===== config.mk =====
export PLATFORM = sky130hd
export DESIGN_NAME = if_fetch_queue_flat
export DESIGN_NICKNAME = d
export VERILOG_FILES = /design/src/rtl/if_fetch_queue_pkg.sv /design/src/rtl/if_fetch_queue_if.sv /design/src/rtl/if_fetch_queue_fq_fifo.sv /design/src/rtl/if_fetch_queue.sv /design/src/flat_wrapper.sv
export SDC_FILE = /design/constraint.sdc
export NUM_CORES = 1
export LEC_CHECK = 0
export CORE_ASPECT_RATIO = 0.75
export CORE_MARGIN = 1.5
export CORE_UTILIZATION = 55
export CTS_CLUSTER_SIZE = 10
export DETAILED_ROUTE_END_ITERATION = 10
export DONT_BUFFER_PORTS = 1
export PLACE_DENSITY = 0.7
export SLEW_MARGIN = 20
export SYNTH_ARGS = -nofsm -noshare
export SYNTH_HDL_FRONTEND = slang
export SYNTH_SLANG_ARGS = --single-unit

===== constraint.sdc =====
create_clock -name clk -period 8.5 [get_ports clk]
set_input_delay 1.275 -clock clk [delete_from_list [all_inputs] [get_ports clk]]
set_output_delay 1.275 -clock clk [all_outputs]
set_load 0.02 [all_outputs]

===== src/rtl/if_fetch_queue_pkg.sv =====
// Shared constants for the instruction-fetch queue slice: default queue depth
// and the PC / instruction widths used by the fetch front end.
package if_fetch_queue_pkg;

  localparam int FQ_DEPTH = 4;
  localparam int FQ_ISIZE = 32;
  localparam int FQ_DSIZE = 32;

endpackage


===== src/rtl/if_fetch_queue_if.sv =====
// Bundle of the fetch queue's external buses: the instruction-memory read port,
// the redirect input from downstream, and the valid/ready port toward ID.
// "master" is the fetch-queue side, "slave" is the surrounding pipeline.
interface if_fetch_queue_if
  import if_fetch_queue_pkg::*;
#(
  parameter int DEPTH = FQ_DEPTH,
  parameter int ISIZE = FQ_ISIZE,
  parameter int DSIZE = FQ_DSIZE
);

  localparam int CW = $clog2(DEPTH) + 1;

  logic             imem_req;
  logic [ISIZE-1:0] imem_addr;
  logic [DSIZE-1:0] imem_data;
  logic             redirect;
  logic [ISIZE-1:0] redirect_pc;
  logic             id_valid;
  logic             id_ready;
  logic [DSIZE-1:0] id_inst;
  logic [ISIZE-1:0] id_pc;
  logic [ISIZE-1:0] id_npc;
  logic [CW-1:0]    fq_count;

  modport master (
    output imem_req, imem_addr,
    input  imem_data,
    input  redirect, redirect_pc,
    output id_valid,
    input  id_ready,
    output id_inst, id_pc, id_npc, fq_count
  );

  modport slave (
    input  imem_req, imem_addr,
    output imem_data,
    output redirect, redirect_pc,
    input  id_valid,
    output id_ready,
    input  id_inst, id_pc, id_npc, fq_count
  );

endinterface


===== src/rtl/if_fetch_queue_fq_fifo.sv =====
// Small synchronous FIFO holding {instruction, pc} pairs. The head is read
// straight out of the storage registers, so nothing written this cycle is
// visible at the head until the next cycle. Flush empties it in one cycle.
module fq_fifo
  import if_fetch_queue_pkg::*;
#(
  parameter int DEPTH = FQ_DEPTH,
  parameter int ISIZE = FQ_ISIZE,
  parameter int DSIZE = FQ_DSIZE,
  localparam int PW   = $clog2(DEPTH),
  localparam int CW   = $clog2(DEPTH) + 1
) (
  input  logic             clk,
  input  logic             rst,
  input  logic             flush,
  input  logic             push,
  input  logic [DSIZE-1:0] push_inst,
  input  logic [ISIZE-1:0] push_pc,
  input  logic             pop,
  output logic             head_vld,
  output logic [DSIZE-1:0] head_inst,
  output logic [ISIZE-1:0] head_pc,
  output logic [CW-1:0]    count
);

  logic [DSIZE-1:0] inst_mem [DEPTH];
  logic [ISIZE-1:0] pc_mem   [DEPTH];
  logic [PW-1:0]    wr_ptr;
  logic [PW-1:0]    rd_ptr;

  // Pointer and occupancy control; pointers wrap naturally mod DEPTH.
  always_ff @(posedge clk) begin
    if (!rst || flush) begin
      wr_ptr <= '0;
      rd_ptr <= '0;
      count  <= '0;
    end else begin
      if (push) wr_ptr <= wr_ptr + PW'(1);
      if (pop)  rd_ptr <= rd_ptr + PW'(1);
      case ({push, pop})
        2'b10:   count <= count + CW'(1);
        2'b01:   count <= count - CW'(1);
        default: count <= count;
      endcase
    end
  end

  // Entry storage; payload registers carry no reset.
  always_ff @(posedge clk) begin
    if (push && !flush) begin
      inst_mem[wr_ptr] <= push_inst;
      pc_mem[wr_ptr]   <= push_pc;
    end
  end

  // Head view taken from the registered storage.
  always_comb begin
    head_vld  = (count != '0);
    head_inst = inst_mem[rd_ptr];
    head_pc   = pc_mem[rd_ptr];
  end

  a_no_overflow: assert property (@(posedge clk) disable iff (!rst)
    !(push && !pop && !flush && (count == CW'(DEPTH))));

  a_no_underflow: assert property (@(posedge clk) disable iff (!rst)
    !(pop && !flush && (count == '0)));

endmodule


===== src/rtl/if_fetch_queue.sv =====
// Instruction-fetch front end. Owns the fetch PC, issues one word read per
// cycle to a 1-cycle-latency instruction memory while the queue has room for
// the result, and hands buffered {inst, pc, pc+1} to ID over valid/ready.
// A redirect flushes the queue, drops the read returning that cycle, and
// restarts fetch at redirect_pc in the same cycle.
module if_fetch_queue
  import if_fetch_queue_pkg::*;
#(
  parameter int               DEPTH    = FQ_DEPTH,
  parameter int               ISIZE    = FQ_ISIZE,
  parameter int               DSIZE    = FQ_DSIZE,
  parameter logic [ISIZE-1:0] RESET_PC = '0
) (
  input logic            clk,
  input logic            rst,
  if_fetch_queue_if.master bus
);

  localparam int CW = $clog2(DEPTH) + 1;

  logic [ISIZE-1:0] fetch_pc;
  logic [ISIZE-1:0] issue_addr;
  logic             issue;
  logic             credit;
  logic [CW:0]      occ;
  logic             vld_p1;
  logic [ISIZE-1:0] inflight_pc_p1;
  logic             push;
  logic             pop;
  logic             head_vld;
  logic [DSIZE-1:0] head_inst;
  logic [ISIZE-1:0] head_pc;
  logic [CW-1:0]    count;
  logic             out_vld;
  logic [ISIZE-1:0] out_pc;

  // Issue decision: a redirect always fetches; otherwise only fetch while the
  // queue plus the outstanding read leaves room for one more entry. A pop this
  // cycle is deliberately not counted, keeping credit off the ID ready path.
  always_comb begin
    occ        = {1'b0, count} + (CW + 1)'(vld_p1);
    credit     = (occ < (CW + 1)'(DEPTH));
    issue      = rst & (bus.redirect | credit);
    issue_addr = bus.redirect ? bus.redirect_pc : fetch_pc;
    // The response landing during a redirect belongs to the old stream.
    push       = rst & vld_p1 & ~bus.redirect;
    pop        = head_vld & bus.id_ready & ~bus.redirect;
  end

  // Fetch PC and in-flight read tracking (control state).
  always_ff @(posedge clk) begin
    if (!rst) begin
      fetch_pc <= RESET_PC;
      vld_p1   <= 1'b0;
    end else begin
      vld_p1 <= issue;
      if (issue) fetch_pc <= issue_addr + ISIZE'(1);
    end
  end

  // PC of the outstanding read, paired with the data arriving next cycle.
  always_ff @(posedge clk) begin
    if (issue) inflight_pc_p1 <= issue_addr;
  end

  // ---- response stage: memory data joins its pc and enters the queue ----
  fq_fifo #(
    .DEPTH (DEPTH),
    .ISIZE (ISIZE),
    .DSIZE (DSIZE)
  ) u_fifo (
    .clk       (clk),
    .rst       (rst),
    .flush     (bus.redirect),
    .push      (push),
    .push_inst (bus.imem_data),
    .push_pc   (inflight_pc_p1),
    .pop       (pop),
    .head_vld  (head_vld),
    .head_inst (head_inst),
    .head_pc   (head_pc),
    .count     (count)
  );

  // ID-facing outputs, forced to their idle values while reset is held.
  always_comb begin
    out_vld       = rst & head_vld;
    out_pc        = out_vld ? head_pc : '0;
    bus.imem_req  = issue;
    bus.imem_addr = issue_addr;
    bus.id_valid  = out_vld;
    bus.id_inst   = out_vld ? head_inst : '0;
    bus.id_pc     = out_pc;
    bus.id_npc    = out_pc + ISIZE'(1);
    bus.fq_count  = rst ? count : '0;
  end

endmodule

===== src/flat_wrapper.sv =====
// flat-port wrapper written by rule: the top's interface ports become plain ports
module if_fetch_queue_flat import if_fetch_queue_pkg::*;
#(
  parameter int               DEPTH    = FQ_DEPTH,
  parameter int               ISIZE    = FQ_ISIZE,
  parameter int               DSIZE    = FQ_DSIZE,
  parameter logic [ISIZE-1:0] RESET_PC = '0
)
  (clk, rst, bus_imem_req, bus_imem_addr, bus_imem_data, bus_redirect, bus_redirect_pc, bus_id_valid, bus_id_ready, bus_id_inst, bus_id_pc, bus_id_npc, bus_fq_count);
  if_fetch_queue_if #(.DEPTH(DEPTH), .ISIZE(ISIZE), .DSIZE(DSIZE)) bus_i ();
  input logic clk;
  input logic rst;
  output wire logic [$bits(bus_i.imem_req)-1:0] bus_imem_req;
  output wire logic [$bits(bus_i.imem_addr)-1:0] bus_imem_addr;
  input wire logic [$bits(bus_i.imem_data)-1:0] bus_imem_data;
  input wire logic [$bits(bus_i.redirect)-1:0] bus_redirect;
  input wire logic [$bits(bus_i.redirect_pc)-1:0] bus_redirect_pc;
  output wire logic [$bits(bus_i.id_valid)-1:0] bus_id_valid;
  input wire logic [$bits(bus_i.id_ready)-1:0] bus_id_ready;
  output wire logic [$bits(bus_i.id_inst)-1:0] bus_id_inst;
  output wire logic [$bits(bus_i.id_pc)-1:0] bus_id_pc;
  output wire logic [$bits(bus_i.id_npc)-1:0] bus_id_npc;
  output wire logic [$bits(bus_i.fq_count)-1:0] bus_fq_count;
  assign bus_imem_req = bus_i.imem_req;
  assign bus_imem_addr = bus_i.imem_addr;
  assign bus_i.imem_data = bus_imem_data;
  assign bus_i.redirect = bus_redirect;
  assign bus_i.redirect_pc = bus_redirect_pc;
  assign bus_id_valid = bus_i.id_valid;
  assign bus_i.id_ready = bus_id_ready;
  assign bus_id_inst = bus_i.id_inst;
  assign bus_id_pc = bus_i.id_pc;
  assign bus_id_npc = bus_i.id_npc;
  assign bus_fq_count = bus_i.fq_count;
  if_fetch_queue #(.DEPTH(DEPTH), .ISIZE(ISIZE), .DSIZE(DSIZE), .RESET_PC(RESET_PC)) u_core (.clk(clk), .rst(rst), .bus(bus_i));
endmodule

; Yosys cells after proc, flatten, opt, wreduce, memory -nomap -nowiden
; Memories as Yosys holds them, arrays and structs flattened. A register that Yosys moved wholly into a read port is not among the register bits.
; Index checks and enable logic that the tools add are counted.
; W data, S select, Z words.
[classes]
addsub = 7
n_lt_le_gt_ge = 1
n_eq_ne = 2
muxes = 11
n_bitwise = 8
reduce_logical = 6
[ops]
columns = operator, count
row1 = $mux W32, 3
row2 = $add A32 B1 Y32 const B, 2
row3 = $mux W2, 4
row4 = $and A1 B1 Y1, 6
row5 = $pmux W3 S2, 1
row6 = $add A2 B1 Y2 const B, 2
row7 = $add A3 B1 Y4, 1
row8 = $lt A4 B3 Y1 const B, 1
row9 = $add A3 B1 Y3 const B, 1
row10 = $mux W3, 1
row11 = $reduce_bool A3 Y1, 1
row12 = $sub A3 B1 Y3 const B, 1
row13 = $eq A2 B1 Y1 const B, 1
row14 = $eq A2 B2 Y1 const B, 1
row15 = $logic_not A1 Y1, 2
row16 = $mux W1, 2
row17 = $reduce_bool A2 Y1, 1
row18 = $logic_and A1 B1 Y1, 1
row19 = $logic_or A1 B1 Y1, 1
row20 = $not A1 Y1, 1
row21 = $or A1 B1 Y1, 1
[totals]
register_bits = 72
ram_bits = 256
input_bits = 68
out_inout_bits = 133
word_cells = 43
memories = 2
[memory_table]
columns = memory, words, word_bits, read_ports, rd_ports_with_merged_regs, write_ports, line
row1 = u_core.u_fifo.inst_mem, 4, 32, 1, 1, 1, if_fetch_queue_fq_fifo.sv:26  ; logic [DSIZE-1:0] inst_mem [DEPTH];
row2 = u_core.u_fifo.pc_mem, 4, 32, 1, 1, 1, if_fetch_queue_fq_fifo.sv:27  ; logic [ISIZE-1:0] pc_mem [DEPTH];

; Depth between registers and ports, before layout
[logic_depth]
depth_word = 5
depth_mapped = 14
depth_no_buf = 11

; Modules after synthesis
; A second synthesis with hierarchy kept.
[unflattened]
hier_cells = 929
area_unflattened_um2 = 14387.5
[modules_own_cells]
columns = module, n_inst, cells_per_inst, area_per_inst_um2, seq_area_each_um2
row1 = fq_fifo, 1, 378, 9739.3, 7867.5
row2 = if_fetch_queue, 1, 551, 4648.2, 1621.6

; Least setup slack after synthesis
; No wires, ideal clock.
[synth_path]
path_kind = in2out
start = in rst
end = out bus_id_npc[30]
arrival_ns = 4.386
required_ns = 7.225
setup_slack_ns = 2.839
cell_stages = 13
path_buffers = 3
cell_sequence = nand2b_1 > inv_1 > clkbuf_1 > clkbuf_1 > clkbuf_1 > nand2_1 > inv_1 > ha_1 > nand4_1 > nor4_1 > nand4_1 > nor3_1 > xor2_1
[synth_via]
elab_chain_len = 3
[synth_lines]
columns = element, line
row1 = start: declaration, flat_wrapper.sv:12  ; input logic rst;
row2 = $and A1 B1 Y1, if_fetch_queue.sv:87  ; out_vld = rst & head_vld;
row3 = net bus_id_valid, flat_wrapper.sv:18  ; output wire logic [$bits(bus_i.id_valid)-1:0] bus_id_valid;
row4 = $mux W32, if_fetch_queue.sv:88  ; out_pc = out_vld ? head_pc : '0;
row5 = net bus_id_pc[0], flat_wrapper.sv:21  ; output wire logic [$bits(bus_i.id_pc)-1:0] bus_id_pc;
row6 = $add A32 B1 Y32, if_fetch_queue.sv:94  ; bus.id_npc = out_pc + ISIZE'(1);
row7 = end: declaration, flat_wrapper.sv:22  ; output wire logic [$bits(bus_i.id_npc)-1:0] bus_id_npc;
; The timed path passes the listed nets, and every way through them passes these cells.

==> flow_metrics.env <==
export IMPL_synth_edff_count=288
export IMPL_grt_pass1_vias=7445
export IMPL_pwr_share_seq=0.533
export IMPL_worstMarginPinSlew_ps=1058
export IMPL_ys_warn_count=0
export IMPL_die_h_um=141.7
export IMPL_clock_root_buffer="clkbuf_16"
export IMPL_dp_cells=1196
export IMPL_initial_core_util=0.5621
export IMPL_p_leak_nw=5.043
export IMPL_synth_top_area_share=0.6133
export IMPL_clock_fmax_mhz=182.1
export IMPL_yosys_cell_count_top_type="edfxtp_1"
export IMPL_ys_flop_type="edfxtp_1"
export IMPL_p_sw_mw=0.7169
export IMPL_dieArea_mm2=0.02662
export IMPL_cp_max_fo=40
export IMPL_viasPerCell=6.057
export IMPL_antenna_left=0
export IMPL_clk_pin_slew_ps=60
export IMPL_port_buffers=0
export IMPL_place_hpwl_um=19200
export IMPL_post_route_drc_count=0
export IMPL_area_growth_pct=9.752
export IMPL_synth_nets=975
export IMPL_cts_made_buffers=39
export IMPL_fp_coreArea_mm2=0.02509
export IMPL_fin_cells=1260
export IMPL_crit_type="reg2out"
export IMPL_synth_seq_cells=330
export IMPL_yosys_area_top_type="edfxtp_1"
export IMPL_ios=201
export IMPL_drt_total_wl_um=29690
export IMPL_finClkSkew_ps=23.90
export IMPL_syn_inst=899
export IMPL_num_vias=7632
export IMPL_tns_ps=0
export IMPL_htree_levels=2
export IMPL_period_needed_ps=5490
export IMPL_yosys_top_cells_area="edfxtp_1 61%, mux4_2 10%, dfxtp_1 6.0%"
export IMPL_async_flop_share=0
export IMPL_grt_usage=0.2285
export IMPL_post_place_ws_ps=3042
export IMPL_grt_start_max_net_pins=69
export IMPL_status="completed"
export IMPL_cellPowerDensity_mw_per_mm2=221.9
export IMPL_die_width_um=187.9
export IMPL_syn_avg_cell_area_um2=15.69
export IMPL_hold_viol_final=0
export IMPL_nets=975
export IMPL_rows=50
export IMPL_cp_start_kind="register"
export IMPL_grt_first_pass_wirelength_um=45470
export IMPL_synth_yosys_seq_area_share=0.6729
export IMPL_end_kind="primary output"
export IMPL_slew_violations=0
export IMPL_slew_limit_headroom=0.2949
export IMPL_holdBufCountCts=0
export IMPL_synth_distinct_cells=54
export IMPL_combPwrFrac=0.040
export IMPL_synth_commonest_cells="288 x edfxtp_1, 66 x and2_1, 64 x mux4_2, 55 x nand2_1, 44 x nand3_1"
export IMPL_clock_latency_ps=530
export IMPL_cts_tree="done"
export IMPL_fin_ws_ps=3010
export IMPL_antenna_found_initial=2
export IMPL_crit_required_ps=7220
export IMPL_finalSetupViolCount=0
export IMPL_worstHoldPathType="reg2reg"
export IMPL_hold_slack_ps=470.9
export IMPL_cp_data_arrival_time_ps=4220
export IMPL_postCtsResizedCells=0
export IMPL_cts_setup_buffers=0
export IMPL_p_sw_frac=0.2087
export IMPL_drt_pass1_iterations=5
export IMPL_p_clk_frac=0.428
export IMPL_first_iter_violations=682
export IMPL_p_int_mw=2.717
export IMPL_routabilityCongestion=0.8661
export IMPL_vdd_drop_max_v=0.0001151
export IMPL_antennaDiodeCount=0
export IMPL_cap_violations=0
export IMPL_synthesis_area_mm2=0.01410
export IMPL_layout_drive_gt1_share=0.1681
export IMPL_overflow=0
export IMPL_clockBufferDepth=3
export IMPL_wire_per_inst_um=23.57
export IMPL_final_period_utilization=0.6459
export IMPL_cts_sinks=330
export IMPL_rsz0062_at_grt="false"
-- critical path, cell delays in order (launching register included) --
cell     delay [ps]
dfxtp_4         660
buf_4           770
mux4_2          470
nand4_2         250
nor4_1          570
nand4_1         260
nor3_1          280
xor2_1          400
-- path summary, 6_finish.rpt --
kind | start | endpoint | slack (ps) | cells past startpoint
worst max-delay path | register | bus_id_npc[30] | 3010 | 7
worst max register to register | u_core.vld_p1 | u_core.inflight_pc_p1[30] | 5480 | 5
worst min-delay path | u_core.fetch_pc[26] | u_core.fetch_pc[26] | 470 | 2
worst min register to register | u_core.fetch_pc[26] | u_core.fetch_pc[26] | 470 | 2
-- area by class of cell --
cell class | instances | area [µm²]
Timing Repair Buffer | 4 | 30.03
Fill cell | 1806 | 9610
Multi-Input combinational cell | 493 | 4299
Tap cell | 338 | 422.9
Clock buffer | 61 | 1080
Sequential cell | 330 | 9494
Clock inverter | 3 | 33.78
Inverter | 31 | 116.4
-- power by group through the flow --
| stage | registers [mW] | clock network, mW | logic (mW) |
|---|---|---|---|
| 6_report | 1.83 | 1.47 | 0.136 |
| 3_3_place_gp | 1.86 | 0 | 0.135 |
| 3_5_place_dp | 1.86 | 0 | 0.136 |
| 4_1_cts | 1.83 | 1.49 | 0.136 |
| 5_1_grt | 1.83 | 1.56 | 0.147 |
| 2_1_floorplan | 1.85 | 0 | 0.111 |
-- layout by cell type (no fill, tap or decap), types with 3 or more instances in the layout --
master,synthesis,final
or2_2,3,3
nand2b_1,4,4
nand4_1,19,19
buf_4,1,4
edfxtp_1,288,288
mux2i_1,14,14
and3_4,0,4
clkbuf_16,0,40
clkbuf_1,23,21
a31oi_1,5,5
mux2_2,19,19
and2_1,66,66
a211oi_1,4,4
xnor2_1,32,32
ha_1,7,7
nor2_1,37,36
o2111ai_1,3,3
nand2_1,55,55
o31ai_1,3,3
mux4_2,64,64
and3_1,9,5
nor3_1,8,8
or3_1,3,3
a21oi_1,19,19
inv_1,31,30
o311ai_1,4,4
nand3b_1,7,7
nand3_1,44,44
xor2_1,22,22
dfxtp_1,42,40
o21ai_0,15,15
-- cell families after synthesis --
| kind of cell | synth area share |
|---|---|
| and+or+nand+nor | 0.1065 |
| DFF | 0.6729 |
| adders and majority gates | 0.007631 |
| AOI/OAI and AO/OA | 0.02795 |
| buffers and inverters | 0.02413 |
| muxes | 0.1273 |
| xor gates and xnor gates | 0.03354 |
-- per-layer routing --
| layer | global-route usage | share of wire |
|---|---|---|
| met4 | 0.06063 | 0.014 |
| met3 | 0.07024 | 0.097 |
| met5 | 0 | 0 |
| met1 | 0.3614 | 0.47 |
| met2 | 0.3058 | 0.42 |
-- registers in the layout, summed over array words and instances (netlist names), named ones only --
signal and cells:
u_core.u_fifo.rd_ptr 2, u_core.fetch_pc 32, u_core.u_fifo.count 3, u_core.inflight_pc_p1 32
u_core.u_fifo.wr_ptr 2, u_core.vld_p1 1, u_core.u_fifo.pc_mem 128, u_core.u_fifo.inst_mem 128
-- through the flow --
| step | power, mW | utilization | instance area (µm²) |
|---|---|---|---|
| floorplan | 1.964 | - | 14100 |
| global placement | 1.995 | 0.5725 | 14360 |
| detailed placement | 1.998 | 0.5725 | 14360 |
| CTS | 3.459 | 0.6169 | 15480 |
| global route | 3.544 | 0.6169 | 15480 |
| finish | 3.434 | 0.6169 | 15480 |
(Power assumes the default switching activity.)
